### src/rtl/scoreboard.sv
// Package and top module for the OoO scoreboard.
// Allocation is in order, completion is out of order and commit is in order.
//
// Ports:
//   clock, reset            rising-edge clock, asynchronous active-high reset
//   flush_i                 discard every in-flight entry
//   issue_*                 allocation handshake; issue_id_o is the trans_id given out
//   rs1_i/rs2_i             operand lookup; *_busy_o, *_fwd_o, *_data_o give the result
//   wb_i[WriteBackPorts]    writeback from functional units, addressed by trans_id
//   commit_*                head entry contents and the commit handshake

package OoO_pkg;
    parameter int unsigned ScoreboardDepth = 4;
    parameter int unsigned ScoreboardIndex = 2;
    parameter int unsigned WriteBackPorts  = 2;

    typedef enum logic [2:0] {
        FU_NONE,
        FU_LOAD,
        FU_STORE,
        FU_ALU,
        FU_BRANCH,
        FU_MULT,
        FU_CSR
    } fu_e;

    typedef struct packed {
        logic                       valid;
        logic [ScoreboardIndex-1:0] trans_id;
        logic [31:0]                data;
        logic                       ex_valid;
    } writeback_t;
endpackage

module scoreboard
    import OoO_pkg::*;
(
    input  logic                       clock,
    input  logic                       reset,
    input  logic                       flush_i,
    input  logic                       issue_valid_i,
    output logic                       issue_ready_o,
    input  logic [31:0]                issue_pc_i,
    input  fu_e                        issue_fu_i,
    input  logic [4:0]                 issue_rd_i,
    output logic [ScoreboardIndex-1:0] issue_id_o,
    input  logic [4:0]                 rs1_i,
    input  logic [4:0]                 rs2_i,
    output logic                       rs1_busy_o,
    output logic                       rs2_busy_o,
    output logic                       rs1_fwd_o,
    output logic                       rs2_fwd_o,
    output logic [31:0]                rs1_data_o,
    output logic [31:0]                rs2_data_o,
    input  writeback_t                 wb_i [WriteBackPorts],
    output logic                       commit_valid_o,
    input  logic                       commit_ready_i,
    output logic [31:0]                commit_pc_o,
    output fu_e                        commit_fu_o,
    output logic [4:0]                 commit_rd_o,
    output logic [31:0]                commit_data_o,
    output logic                       commit_ex_o,
    output logic [ScoreboardIndex-1:0] commit_id_o
);

    typedef logic [ScoreboardIndex-1:0] id_t;

    localparam logic [ScoreboardIndex:0] Full = ScoreboardDepth[ScoreboardIndex:0];

    logic        valid_q [ScoreboardDepth];
    logic        done_q  [ScoreboardDepth];
    logic        ex_q    [ScoreboardDepth];
    logic [31:0] pc_q    [ScoreboardDepth];
    fu_e         fu_q    [ScoreboardDepth];
    logic [4:0]  rd_q    [ScoreboardDepth];
    logic [31:0] data_q  [ScoreboardDepth];

    id_t                  head_q;
    id_t                  tail_q;
    logic [ScoreboardIndex:0] count_q;

    logic issue_fire;
    logic commit_fire;

    // Ready looks only at the registered count, so a commit in the same
    // cycle never frees a slot for that cycle's issue.
    always_comb begin
        issue_ready_o  = (count_q != Full);
        issue_id_o     = tail_q;
        issue_fire     = issue_valid_i & issue_ready_o;
        commit_valid_o = valid_q[head_q] & done_q[head_q] & ~flush_i;
        commit_fire    = commit_valid_o & commit_ready_i;
    end

    always_comb begin
        commit_pc_o   = '0;
        commit_fu_o   = FU_NONE;
        commit_rd_o   = '0;
        commit_data_o = '0;
        commit_ex_o   = 1'b0;
        commit_id_o   = head_q;
        if (valid_q[head_q]) begin
            commit_pc_o   = pc_q[head_q];
            commit_fu_o   = fu_q[head_q];
            commit_rd_o   = rd_q[head_q];
            commit_data_o = data_q[head_q];
            commit_ex_o   = ex_q[head_q];
        end
    end

    // Statement order matters: later writebacks override earlier ports, and
    // the commit clear overrides any writeback landing on the retiring head.
    // The entry at tail is never valid when an issue fires, so writebacks to
    // it are ignored and cannot collide with the allocation.
    always_ff @(posedge clock or posedge reset) begin
        if (reset) begin
            for (int unsigned i = 0; i < ScoreboardDepth; i++) begin
                valid_q[i] <= 1'b0;
                done_q[i]  <= 1'b0;
                ex_q[i]    <= 1'b0;
                pc_q[i]    <= '0;
                fu_q[i]    <= FU_NONE;
                rd_q[i]    <= '0;
                data_q[i]  <= '0;
            end
            head_q  <= '0;
            tail_q  <= '0;
            count_q <= '0;
        end else if (flush_i) begin
            for (int unsigned i = 0; i < ScoreboardDepth; i++) begin
                valid_q[i] <= 1'b0;
                done_q[i]  <= 1'b0;
            end
            head_q  <= '0;
            tail_q  <= '0;
            count_q <= '0;
        end else begin
            if (issue_fire) begin
                valid_q[tail_q] <= 1'b1;
                done_q[tail_q]  <= 1'b0;
                ex_q[tail_q]    <= 1'b0;
                pc_q[tail_q]    <= issue_pc_i;
                fu_q[tail_q]    <= issue_fu_i;
                rd_q[tail_q]    <= issue_rd_i;
                tail_q          <= tail_q + 1'b1;
            end
            for (int unsigned p = 0; p < WriteBackPorts; p++) begin
                if (wb_i[p].valid && valid_q[wb_i[p].trans_id]) begin
                    done_q[wb_i[p].trans_id] <= 1'b1;
                    data_q[wb_i[p].trans_id] <= wb_i[p].data;
                    ex_q[wb_i[p].trans_id]   <= wb_i[p].ex_valid;
                end
            end
            if (commit_fire) begin
                valid_q[head_q] <= 1'b0;
                done_q[head_q]  <= 1'b0;
                head_q          <= head_q + 1'b1;
            end
            case ({issue_fire, commit_fire})
                2'b10:   count_q <= count_q + 1'b1;
                2'b01:   count_q <= count_q - 1'b1;
                default: count_q <= count_q;
            endcase
        end
    end

    // Operand lookup. Valid entries are contiguous from head, so walking
    // from head outward and keeping the last hit yields the youngest producer.
    logic [4:0]  rs       [2];
    logic        hit      [2];
    id_t         hit_id   [2];
    logic        busy     [2];
    logic        fwd      [2];
    logic [31:0] fwd_data [2];

    always_comb begin
        rs[0] = rs1_i;
        rs[1] = rs2_i;
    end

    always_comb begin
        id_t idx;
        idx = '0;
        for (int unsigned s = 0; s < 2; s++) begin
            hit[s]      = 1'b0;
            hit_id[s]   = '0;
            busy[s]     = 1'b0;
            fwd[s]      = 1'b0;
            fwd_data[s] = '0;
            for (int unsigned i = 0; i < ScoreboardDepth; i++) begin
                idx = head_q + id_t'(i);
                if (rs[s] != '0 && valid_q[idx] && rd_q[idx] == rs[s]) begin
                    hit[s]    = 1'b1;
                    hit_id[s] = idx;
                end
            end
            if (hit[s]) begin
                if (done_q[hit_id[s]]) begin
                    fwd[s]      = 1'b1;
                    fwd_data[s] = data_q[hit_id[s]];
                end else begin
                    // Same-cycle writeback bypass; higher port overrides.
                    for (int unsigned p = 0; p < WriteBackPorts; p++) begin
                        if (wb_i[p].valid && wb_i[p].trans_id == hit_id[s]) begin
                            fwd[s]      = 1'b1;
                            fwd_data[s] = wb_i[p].data;
                        end
                    end
                    busy[s] = ~fwd[s];
                end
            end
        end
    end

    always_comb begin
        rs1_busy_o = busy[0];
        rs2_busy_o = busy[1];
        rs1_fwd_o  = fwd[0];
        rs2_fwd_o  = fwd[1];
        rs1_data_o = fwd_data[0];
        rs2_data_o = fwd_data[1];
    end

endmodule
### config.mk
export PLATFORM = sky130hd
export DESIGN_NAME = scoreboard
export DESIGN_NICKNAME = d
export VERILOG_FILES = /design/src/rtl/scoreboard.sv
export SDC_FILE = /design/constraint.sdc
export NUM_CORES = 1
export LEC_CHECK = 0
export CORE_MARGIN = 2
export CORE_UTILIZATION = 32
export CTS_CLUSTER_SIZE = 20
export DETAILED_ROUTE_END_ITERATION = 8
export DONT_BUFFER_PORTS = 1
export GPL_ROUTABILITY_DRIVEN = 0
export PLACE_DENSITY = 0.42
export SLEW_MARGIN = 25
export SYNTH_ARGS = -nofsm -noshare
export SYNTH_HDL_FRONTEND = slang
export SYNTH_SLANG_ARGS = --single-unit
### constraint.sdc
create_clock -name clock -period 23.6 [get_ports clock]
set_clock_uncertainty 0.2 [all_clocks]
set_input_delay 3.54 -clock clock [delete_from_list [all_inputs] [get_ports clock]]
set_output_delay 3.54 -clock clock [all_outputs]
set_load 0.1 [all_outputs]
==> metrics, run 1 <==
row cnt=between 90 and 100; Syn Area/Cell=9.91 um^2; Max FO, Critical Path=67; Slowest cell on crit path=and4b_2; maximum clock rate=82.8 MHz; Mapped Cells=2161; drt pass-1 iters=6; Nets=2163; hold crit path type=reg -> reg; Root Buffer=clkbuf_16; wire per inst=30.6 um; CP cell instances=or4_1 > or2_1 > nand3_1 > or2_1 > a21o_4 > a2bb2oi_1 > o2111a_2 > and4b_2 > a221o_1 > and3_1; Max clock buf depth=3; final hold violations=0; core area=roughly 66000 um^2; CP top delay family=simple AND/OR/NAND/NOR gates; DR iter-0 viols=about 1600; total negative setup slack=0 ns; P_leak=9.04 nW; top cells by area, synth=dfrtp_1 (36%), mux2_2 (12%), mux4_2 (9.8%); Final Instance Area=23900 um^2; post-synthesis register bit count=between 300 and 400; Synth async-reset ratio=1.00; hpwl dp=about 54000 um; # DRC=0; Initial Utilization=0.325; Via density=6.45; Ports=274; width of the die=approximately 260 um; Routed Antenna Nets=0; CTS H-tree lvls=2; outcome=finished clean; Relative slew margins=0.252; Final min period=about 12 ns; Max-Cap Viols=0; Clk Latency, worst-skew pair=0.57 ns; crit share post-route=0.512; DP Cell Count=approximately 2800; largest net degree at the start of global routing=157; fill count=6552; synth unique cells=67; die area=69000 um^2; vias in the first global route=around 18000; final wirelength=a little under 90000 um; ant diodes=0; Area Growth Syn to Fin=11.5%; Post-Syn Area=21400 um^2; type of the worst setup path=in -> out; worst-case vdd ir drop=0.0558 mV; unrepaired setup endpoints after global routing=false; Pins Over Slew Limit=0; number of hold buffers added after CTS=0; max incr delay on CP=approximately 1 ns; post-CTS resize count=0; syn_nets=2297; area leader, netlist=dfrtp_1; CP Data Arrival Time=8.33 ns; Post-synth EDFFs=0; CTS Buf Count=40; type of origin of the critical path=input port; sequential element share of the synthesized area=0.359; antenna violations before repair=0; Buf/Inv on CP=0; worst slew pin tran=1.12 ns; CTS tree=done; synth warn=0; dpl cell area=22600 um^2; total global-route track usage=0.252; CTS sink count=307; Chip Height=263 um; P per Cell Area=83.2 nW/um^2; layout cells sized above 1=0.282; postcts setup bufs=0; critical path required time=approximately 20 ns; Final Util=0.362; Worst-path clk slew=0.06 ns; Yosys top cell area share=0.359; grt ovf=0; vias=approximately 19000; first-pass GRT wire length=131000 um; CP Capture Type=output pin; final setup vio count=0; Buffers on Ports=0; non-filler cells, final=2918; ys flop type=dfrtp_1; most used cell along the critical path=or2_1
area by class of cell:
cell class              count  area [um^2]  area share
multi-input cells        1613        13300       0.557
flip-flops and latches    307         7690       0.322
clock buffers              61         1180      0.0494
well taps                 864         1080      0.0453
repair buffers             50          472      0.0197
clock inverters             8         90.1     0.00377
inverters                  15         63.8     0.00267
worst register-to-register path, stage by stage (launching register included):
cell and delay (ns):
dfrtp_4 0.88, buf_4 0.80, mux4_4 1.29, nor3b_2 0.53, and2_1 0.57, nor2_1 0.11
mux2_2 0.30, mux2_2 0.27
power breakdown:
part	switching [W]	total, W	leakage [nW]	internal [W]
logic	0.000323	0.000586	4.49	0.000263
clock network	0.000253	0.000608	0.620	0.000355
registers	0.000133	0.000792	3.93	0.000660
layer usage:
metal,track usage,vias up,wire (um)
met3,0.0643,174,7750
met4,0.0899,0,3480
met5,0,-,0
li1,-,8064,-
met2,0.391,873,40400
met1,0.338,9724,37700
sequential cells by signal, summed over array words and instances, names as in the netlist:
register	cells
data_q	128
rd_q	20
fu_q	12
commit_id_o	2
done_q	4
ex_q	4
count_q	3
issue_id_o	2
valid_q	4
pc_q	128
cells by family after synthesis:
group	share of synthesized area
AOI/OAI and AO/OA	0.235
buffers and inverters	0.0441
DFF	0.359
xor gates and xnor gates	0.0184
and+or+nand+nor	0.104
muxes	0.234
adders and majority gates	0.00561
cells in the mapped netlist, drive strengths merged, types with 3 or more instances:
| master | instances |
|---|---|
| and2 | 3 |
| o2111ai | 34 |
| a21oi | 12 |
| nor4 | 4 |
| and3 | 37 |
| nand2 | 216 |
| o21ai | 237 |
| dfrtp | 307 |
| xnor2 | 40 |
| nand4 | 11 |
| nor2b | 78 |
| a31oi | 5 |
| xor2 | 5 |
| buf | 30 |
| nor3 | 7 |
| inv | 14 |
| a221oi | 38 |
| a31o | 3 |
| o211ai | 3 |
| a221o | 33 |
| mux2 | 229 |
| clkbuf | 196 |
| a211o | 65 |
| a211oi | 8 |
| a22oi | 128 |
| or3 | 7 |
| o22ai | 163 |
| nand2b | 8 |
| or2 | 10 |
| nand3 | 7 |
| mux4 | 93 |
| or4 | 3 |
| ha | 8 |
| mux2i | 34 |
| nor3b | 3 |
| nor4b | 3 |
| nor2 | 59 |
placed cells by master (no fill, tap or decap), types with 13 or more instances in the layout:
master,count
a211o_1,65
a221o_1,32
a221oi_1,36
a22oi_1,128
and3_1,37
buf_4,44
clkbuf_16,40
dfrtp_1,303
inv_1,13
mux2_2,228
mux2i_1,34
mux4_2,92
nand2_1,211
nor2_1,22
nor2_2,32
nor2b_2,58
nor2b_4,15
o2111ai_1,33
o21ai_0,231
o22ai_1,163
xnor2_1,40
per-stage QoR:
stage	hold WS [ns]	setup slack [ns]	total power, W
after floorplan	0.269	10.60	0.00124
after global placement	0.281	11.48	0.00136
after detailed placement	0.288	11.41	0.00138
after CTS	0.301	11.43	0.00200
after global routing	0.311	11.25	0.00209
final	0.298	11.53	0.00199
path summary, 6_finish.rpt:
| check | start | to | slack, ns | depth (start not counted) |
|---|---|---|---|---|
| max in group asynchronous | reset | data_q[68]$_DFFE_PP0N_ | 18.38 | 3 |
| worst max-delay path | rs1_i[1] | rs1_data_o[24] | 11.53 | 10 |
| worst min-delay path | pc_q[71]$_DFFE_PP0P_ | pc_q[71]$_DFFE_PP0P_ | 0.30 | 1 |
| worst min register to register | pc_q[71]$_DFFE_PP0P_ | pc_q[71]$_DFFE_PP0P_ | 0.30 | 1 |
| min in group asynchronous | reset | pc_q[28]$_DFFE_PP0P_ | 2.74 | 1 |
| worst max register to register | commit_id_o[0]$_DFFE_PP0P_ | count_q[0]$_DFFE_PP0P_ | 18.53 | 7 |
Power figures use the tool's default switching activity.
==> run 2: changes to the inputs <==
--- a/config.mk
+++ b/config.mk
@@ -11,7 +11,7 @@
 export DETAILED_ROUTE_END_ITERATION = 8
 export DONT_BUFFER_PORTS = 1
 export GPL_ROUTABILITY_DRIVEN = 0
-export PLACE_DENSITY = 0.42
+export PLACE_DENSITY = 0.43
 export SLEW_MARGIN = 25
 export SYNTH_ARGS = -nofsm -noshare
 export SYNTH_HDL_FRONTEND = slang
==> constraint.sdc (replaced) <==
create_clock -name clock -period 10.1 [get_ports clock]
set_clock_uncertainty 0.2 [all_clocks]
set_input_delay 1.515 -clock clock [delete_from_list [all_inputs] [get_ports clock]]
set_output_delay 1.515 -clock clock [all_outputs]
set_load 0.1 [all_outputs]
==> metrics, run 2 (synthesis results as in run 1) <==
vias in the first global route=18900; Setup crit start=commit_id_o[0]$_DFFE_PP0P_; Max-Cap Viols=0; FF-to-FF End=count_q[0]$_DFFE_PP0P_; Via density=6.40; sequential share of power=0.403; final setup vio count=0; type of origin of the critical path=flop; Clk Latency, worst-skew pair=0.57 ns; GRT met2 Usage=0.390; worst-case vdd ir drop=0.121 mV; largest registers=data_q (128), pc_q (128), rd_q (20); row cnt=94; Buffers on Ports=0; switching power=0.00162 W; Max FO, Critical Path=36; fill count=6474; maximum clock rate=~110 MHz; Storage cell area=between 7000 and 8000 um^2; core area=66000 um^2; Root Buffer=clkbuf_16; CP Data Arrival Time=7.53 ns; type of the worst setup path=reg -> out; Chip Height=around 260 um; share of power burned in combinational logic=0.287; CTS sink count=307; Area Growth Syn to Fin=13.7%; Max clock buf depth=3; Power Internal=0.00300 W; Nets=~2200; Worst-path clk slew=roughly 0.060 ns; worst setup margin=between 0.8 and 0.9 ns; wire per inst=29.1 um; most common cell after layout, fill and taps aside=dfrtp_1; hpwl dp=52700 um; Initial Utilization=0.325; CTS tree=done; ant diodes=0; antenna violations before repair=1; Pins Over Slew Limit=0; FF-to-FF setup slack=between 5 and 6 ns; die area=~69000 um^2; r2r worst-path depth=7; FF-to-FF Start=commit_id_o[0]$_DFFE_PP0P_; routing usage on met1=0.313; hold crit path type=reg -> reg; crit path capture=rs1_data_o[25]; Setup WS pre-CTS=about 1.5 ns; largest net degree at the start of global routing=157; final wirelength=around 87000 um; dpl cell area=23000 um^2; post-CTS resize count=0; commonest non-fill, non-tap cells in the layout=dfrtp_1 (303), o21ai_0 (231), mux2_2 (228); vias=approximately 19000; CP Capture Type=output pin; crit share post-route=0.915; Ports=roughly 270; outcome=finished clean; P_leak=about 9.4 nW; multi-input logic area=roughly 13000 um^2; unrepaired setup endpoints after global routing=false; worst slew pin tran=about 1.1 ns; first-pass GRT wire length=128000 um; postcts setup bufs=0; # DRC=0; grt ovf=0; Routed Antenna Nets=0; Relative slew margins=0.253; CTS H-tree lvls=2; clock share of power=0.310; number of hold buffers added after CTS=0; P per Cell Area=190 nW/um^2; critical path required time=8.39 ns; Switching Share=0.351; total global-route track usage=0.244; final hold violations=0; drt pass-1 iters=5; met3 Use GR=0.0692; DR iter-0 viols=1708; layer with the highest usage=met2; CTS Buf Count=40; Final min period=9.25 ns; Final Instance Area=24400 um^2; total negative setup slack=0 ns; width of the die=263 um; layout cells sized above 1=0.305
[run 2: metrics by stage]
| stage | total power (W) | util | hold WS, ns | std cells |
|---|---|---|---|---|
| 2_1_floorplan | 0.00289 | - | 0.269 | 2161 |
| 3_3_place_gp | 0.00316 | 0.349 | 0.281 | 2916 |
| 3_5_place_dp | 0.00321 | 0.349 | 0.288 | 2916 |
| 4_1_cts | 0.00467 | 0.369 | 0.302 | 2985 |
| 5_1_grt | 0.00488 | 0.369 | 0.313 | 2985 |
| 6_report | 0.00462 | 0.369 | 0.300 | 2985 |
[run 2: layer usage]
| metal | up-vias | routed length (um) |
|---|---|---|
| met5 | - | 20 |
| met4 | 2 | 2960 |
| met3 | 180 | 8080 |
| met2 | 885 | 40700 |
| met1 | 9825 | 35000 |
| li1 | 8215 | - |
[run 2: area by class of cell]
| class | instances | share of cell area |
|---|---|---|
| clock buffers | 61 | 0.0493 |
| inverters | 15 | 0.00247 |
| repair buffers | 117 | 0.0392 |
| well taps | 864 | 0.0444 |
| clock inverters | 8 | 0.00411 |
| flip-flops and latches | 307 | 0.316 |
| multi-input cells | 1613 | 0.545 |
[run 2: power groups by stage]
| stage | combinational, W | clock, W | sequential [W] |
|---|---|---|---|
| 2_1_floorplan | 0.00112 | 0 | 0.00176 |
| 6_report | 0.00133 | 0.00143 | 0.00186 |
| 4_1_cts | 0.00134 | 0.00148 | 0.00185 |
| 5_1_grt | 0.00144 | 0.00153 | 0.00191 |
| 3_5_place_dp | 0.00133 | 0 | 0.00187 |
| 3_3_place_gp | 0.00130 | 0 | 0.00186 |
[run 2: worst min path at each step]
stage                         start              endpoint  cells after the start
2_1_floorplan   ex_q[2]$_DFFE_PP0N_   ex_q[2]$_DFFE_PP0N_                      2
4_1_cts         fu_q[2]$_DFFE_PP0P_   fu_q[2]$_DFFE_PP0P_                      1
3_3_place_gp    fu_q[5]$_DFFE_PP0P_   fu_q[5]$_DFFE_PP0P_                      1
3_5_place_dp    fu_q[2]$_DFFE_PP0P_   fu_q[2]$_DFFE_PP0P_                      1
5_1_grt        pc_q[84]$_DFFE_PP0P_  pc_q[84]$_DFFE_PP0P_                      1
6_report       pc_q[55]$_DFFE_PP0P_  pc_q[55]$_DFFE_PP0P_                      1
[run 2: critical path: stages (launching register included)]
cell and delay [ns]:
dfrtp_4 0.91, inv_1 0.30, ha_1 0.97, mux4_2 0.65, xor2_1 0.17, or4_4 0.56, nor2_1 0.29, a21o_2 0.22
buf_4 0.41, o22ai_1 0.15, a211oi_1 0.29, a221o_2 0.71, buf_4 0.47, o2111ai_1 0.29, and3_1 0.29, buf_4 0.23
==> run 3: changes to the inputs <==
--- a/config.mk
+++ b/config.mk
@@ -5,13 +5,13 @@
 export SDC_FILE = /design/constraint.sdc
 export NUM_CORES = 1
 export LEC_CHECK = 0
-export CORE_MARGIN = 2
+export CORE_MARGIN = 3
 export CORE_UTILIZATION = 32
 export CTS_CLUSTER_SIZE = 20
 export DETAILED_ROUTE_END_ITERATION = 8
 export DONT_BUFFER_PORTS = 1
 export GPL_ROUTABILITY_DRIVEN = 0
-export PLACE_DENSITY = 0.43
+export PLACE_DENSITY = 0.42
 export SLEW_MARGIN = 25
 export SYNTH_ARGS = -nofsm -noshare
 export SYNTH_HDL_FRONTEND = slang
==> constraint.sdc (replaced) <==
create_clock -name clock -period 12 [get_ports clock]
set_clock_uncertainty 0.2 [all_clocks]
set_input_delay 1.8 -clock clock [delete_from_list [all_inputs] [get_ports clock]]
set_output_delay 1.8 -clock clock [all_outputs]
set_load 0.1 [all_outputs]
==> metrics, run 3 (synthesis results as in run 1) <==
type of origin of the critical path=flop; CTS H-tree lvls=2; CP Data Arrival Time=8.05 ns; wire per inst=30.2 um; number of hold buffers added after CTS=0; r2r worst-path depth=8; die area=70100 um^2; Final Util=0.364; Final min period=10.05 ns; crit share post-route=0.838; post-CTS resize count=0; Ports=~270; Slowest cell on crit path=and4b_2; Root Buffer=clkbuf_16; commonest non-fill, non-tap cells in the layout=dfrtp_1 (304), o21ai_0 (231), mux2_2 (228); # DRC=0; final wirelength=88100 um; Hold Path End=pc_q[22]$_DFFE_PP0P_; largest registers=data_q (128), pc_q (128), rd_q (20); first-pass GRT wire length=~130000 um; core area=about 66000 um^2; Relative slew margins=0.255; fill count=6496; Area Growth Syn to Fin=12.1%; CTS sink count=307; outcome=finished clean; Clk Latency, worst-skew pair=0.57 ns; grt ovf=0; total negative setup slack=0 ns; CTS tree=done; Nets=2160; Chip Height=265 um; vias in the first global route=around 19000; row cnt=94; non-filler cells, final=2918; layout cells sized above 1=0.281; power after layout=~0.0040 W; CP cell instances=inv_1 > ha_1 > mux4_2 > xor2_1 > or4_4 > nor2_1 > a31oi_4 > buf_4 > o211ai_1 > o2111a_2 > and4b_2 > a221o_1 > and3_1; P per Cell Area=165 nW/um^2; Storage cell area=7690 um^2; Buffers on Ports=0; largest net degree at the start of global routing=157; DR iter-0 viols=~2100; critical path required time=10.00 ns; Max FO, Critical Path=43; CTS Buf Count=41; Max clock buf depth=3; Max-Cap Viols=0; multi-input logic area=13400 um^2; worst-case vdd ir drop=0.112 mV; unrepaired setup endpoints after global routing=false; width of the die=265 um; maximum clock rate=99.5 MHz; most common cell after layout, fill and taps aside=dfrtp_1; hpwl dp=53100 um; CP Depth=13; min-delay src=pc_q[22]$_DFFE_PP0P_; Buf/Inv on CP=2; Routed Antenna Nets=0; CP Capture Type=output pin; FF-to-FF End=count_q[0]$_DFFE_PP0P_; antenna violations before repair=3; worst slew pin tran=1.12 ns; Initial Utilization=0.325; Pins Over Slew Limit=0; P_leak=9.06 nW; worst hold path depth=1; FF-to-FF Start=commit_id_o[0]$_DFFE_PP0P_; Via density=6.44; hold crit path type=reg -> reg; max incr delay on CP=1.08 ns; vias=18800; DP Cell Count=~2800; ant diodes=0; total global-route track usage=0.244; FF-to-FF setup slack=6.54 ns; drt pass-1 iters=5; Worst-path clk slew=0.06 ns; type of the worst setup path=reg -> out; postcts setup bufs=0; CP top delay family=simple AND/OR/NAND/NOR gates; final setup vio count=0; final hold violations=0
run 3: per-stage QoR:
step,cell area [um^2],hold WS [ns],setup slack [ns]
2_1_floorplan,21400,0.269,1.51
3_3_place_gp,22400,0.281,2.63
3_5_place_dp,22500,0.291,2.47
4_1_cts,23900,0.303,1.84
5_1_grt,24000,0.310,1.50
6_report,24000,0.298,1.95
run 3: worst max path at each step:
stage | startpoint | to | slack (ns)
6_report | commit_id_o[0]$_DFFE_PP0P_ | rs1_data_o[4] | 1.95
5_1_grt | commit_id_o[0]$_DFFE_PP0P_ | rs1_data_o[5] | 1.50
4_1_cts | commit_id_o[0]$_DFFE_PP0P_ | rs1_data_o[5] | 1.84
3_5_place_dp | commit_id_o[0]$_DFFE_PP0P_ | rs1_data_o[5] | 2.47
3_3_place_gp | commit_id_o[0]$_DFFE_PP0P_ | rs1_data_o[5] | 2.63
2_1_floorplan | reset | commit_id_o[0]$_DFFE_PP0P_ | 1.51
run 3: cell type report:
class | instances | area share
sequential | 307 | 0.320
timing repair buffer | 46 | 0.0187
multi-input combinational | 1613 | 0.556
clock buffer | 63 | 0.0504
clock inverter | 10 | 0.00677
tap | 864 | 0.0450
inverter | 15 | 0.00266
run 3: power breakdown:
part	total, W	switching (W)	internal, W
logic	0.00114	0.000621	0.000517
clock network	0.00126	0.000503	0.000762
registers	0.00157	0.000269	0.00130
run 3: per-layer routing:
layer,share of wire,global-route usage,vias up
li1,-,-,8067
met1,0.41,0.323,9588
met2,0.46,0.384,971
met3,0.097,0.0701,176
met4,0.036,0.0854,0
met5,0,0,-
run 3: worst register-to-register path: stages (launching register included):
cell and delay [ns]:
dfrtp_4 0.84, buf_4 0.80, mux4_4 1.15, buf_6 0.48, nor3b_2 0.62, and2_1 0.59
nor2_1 0.11, mux2_2 0.29, mux2_2 0.26
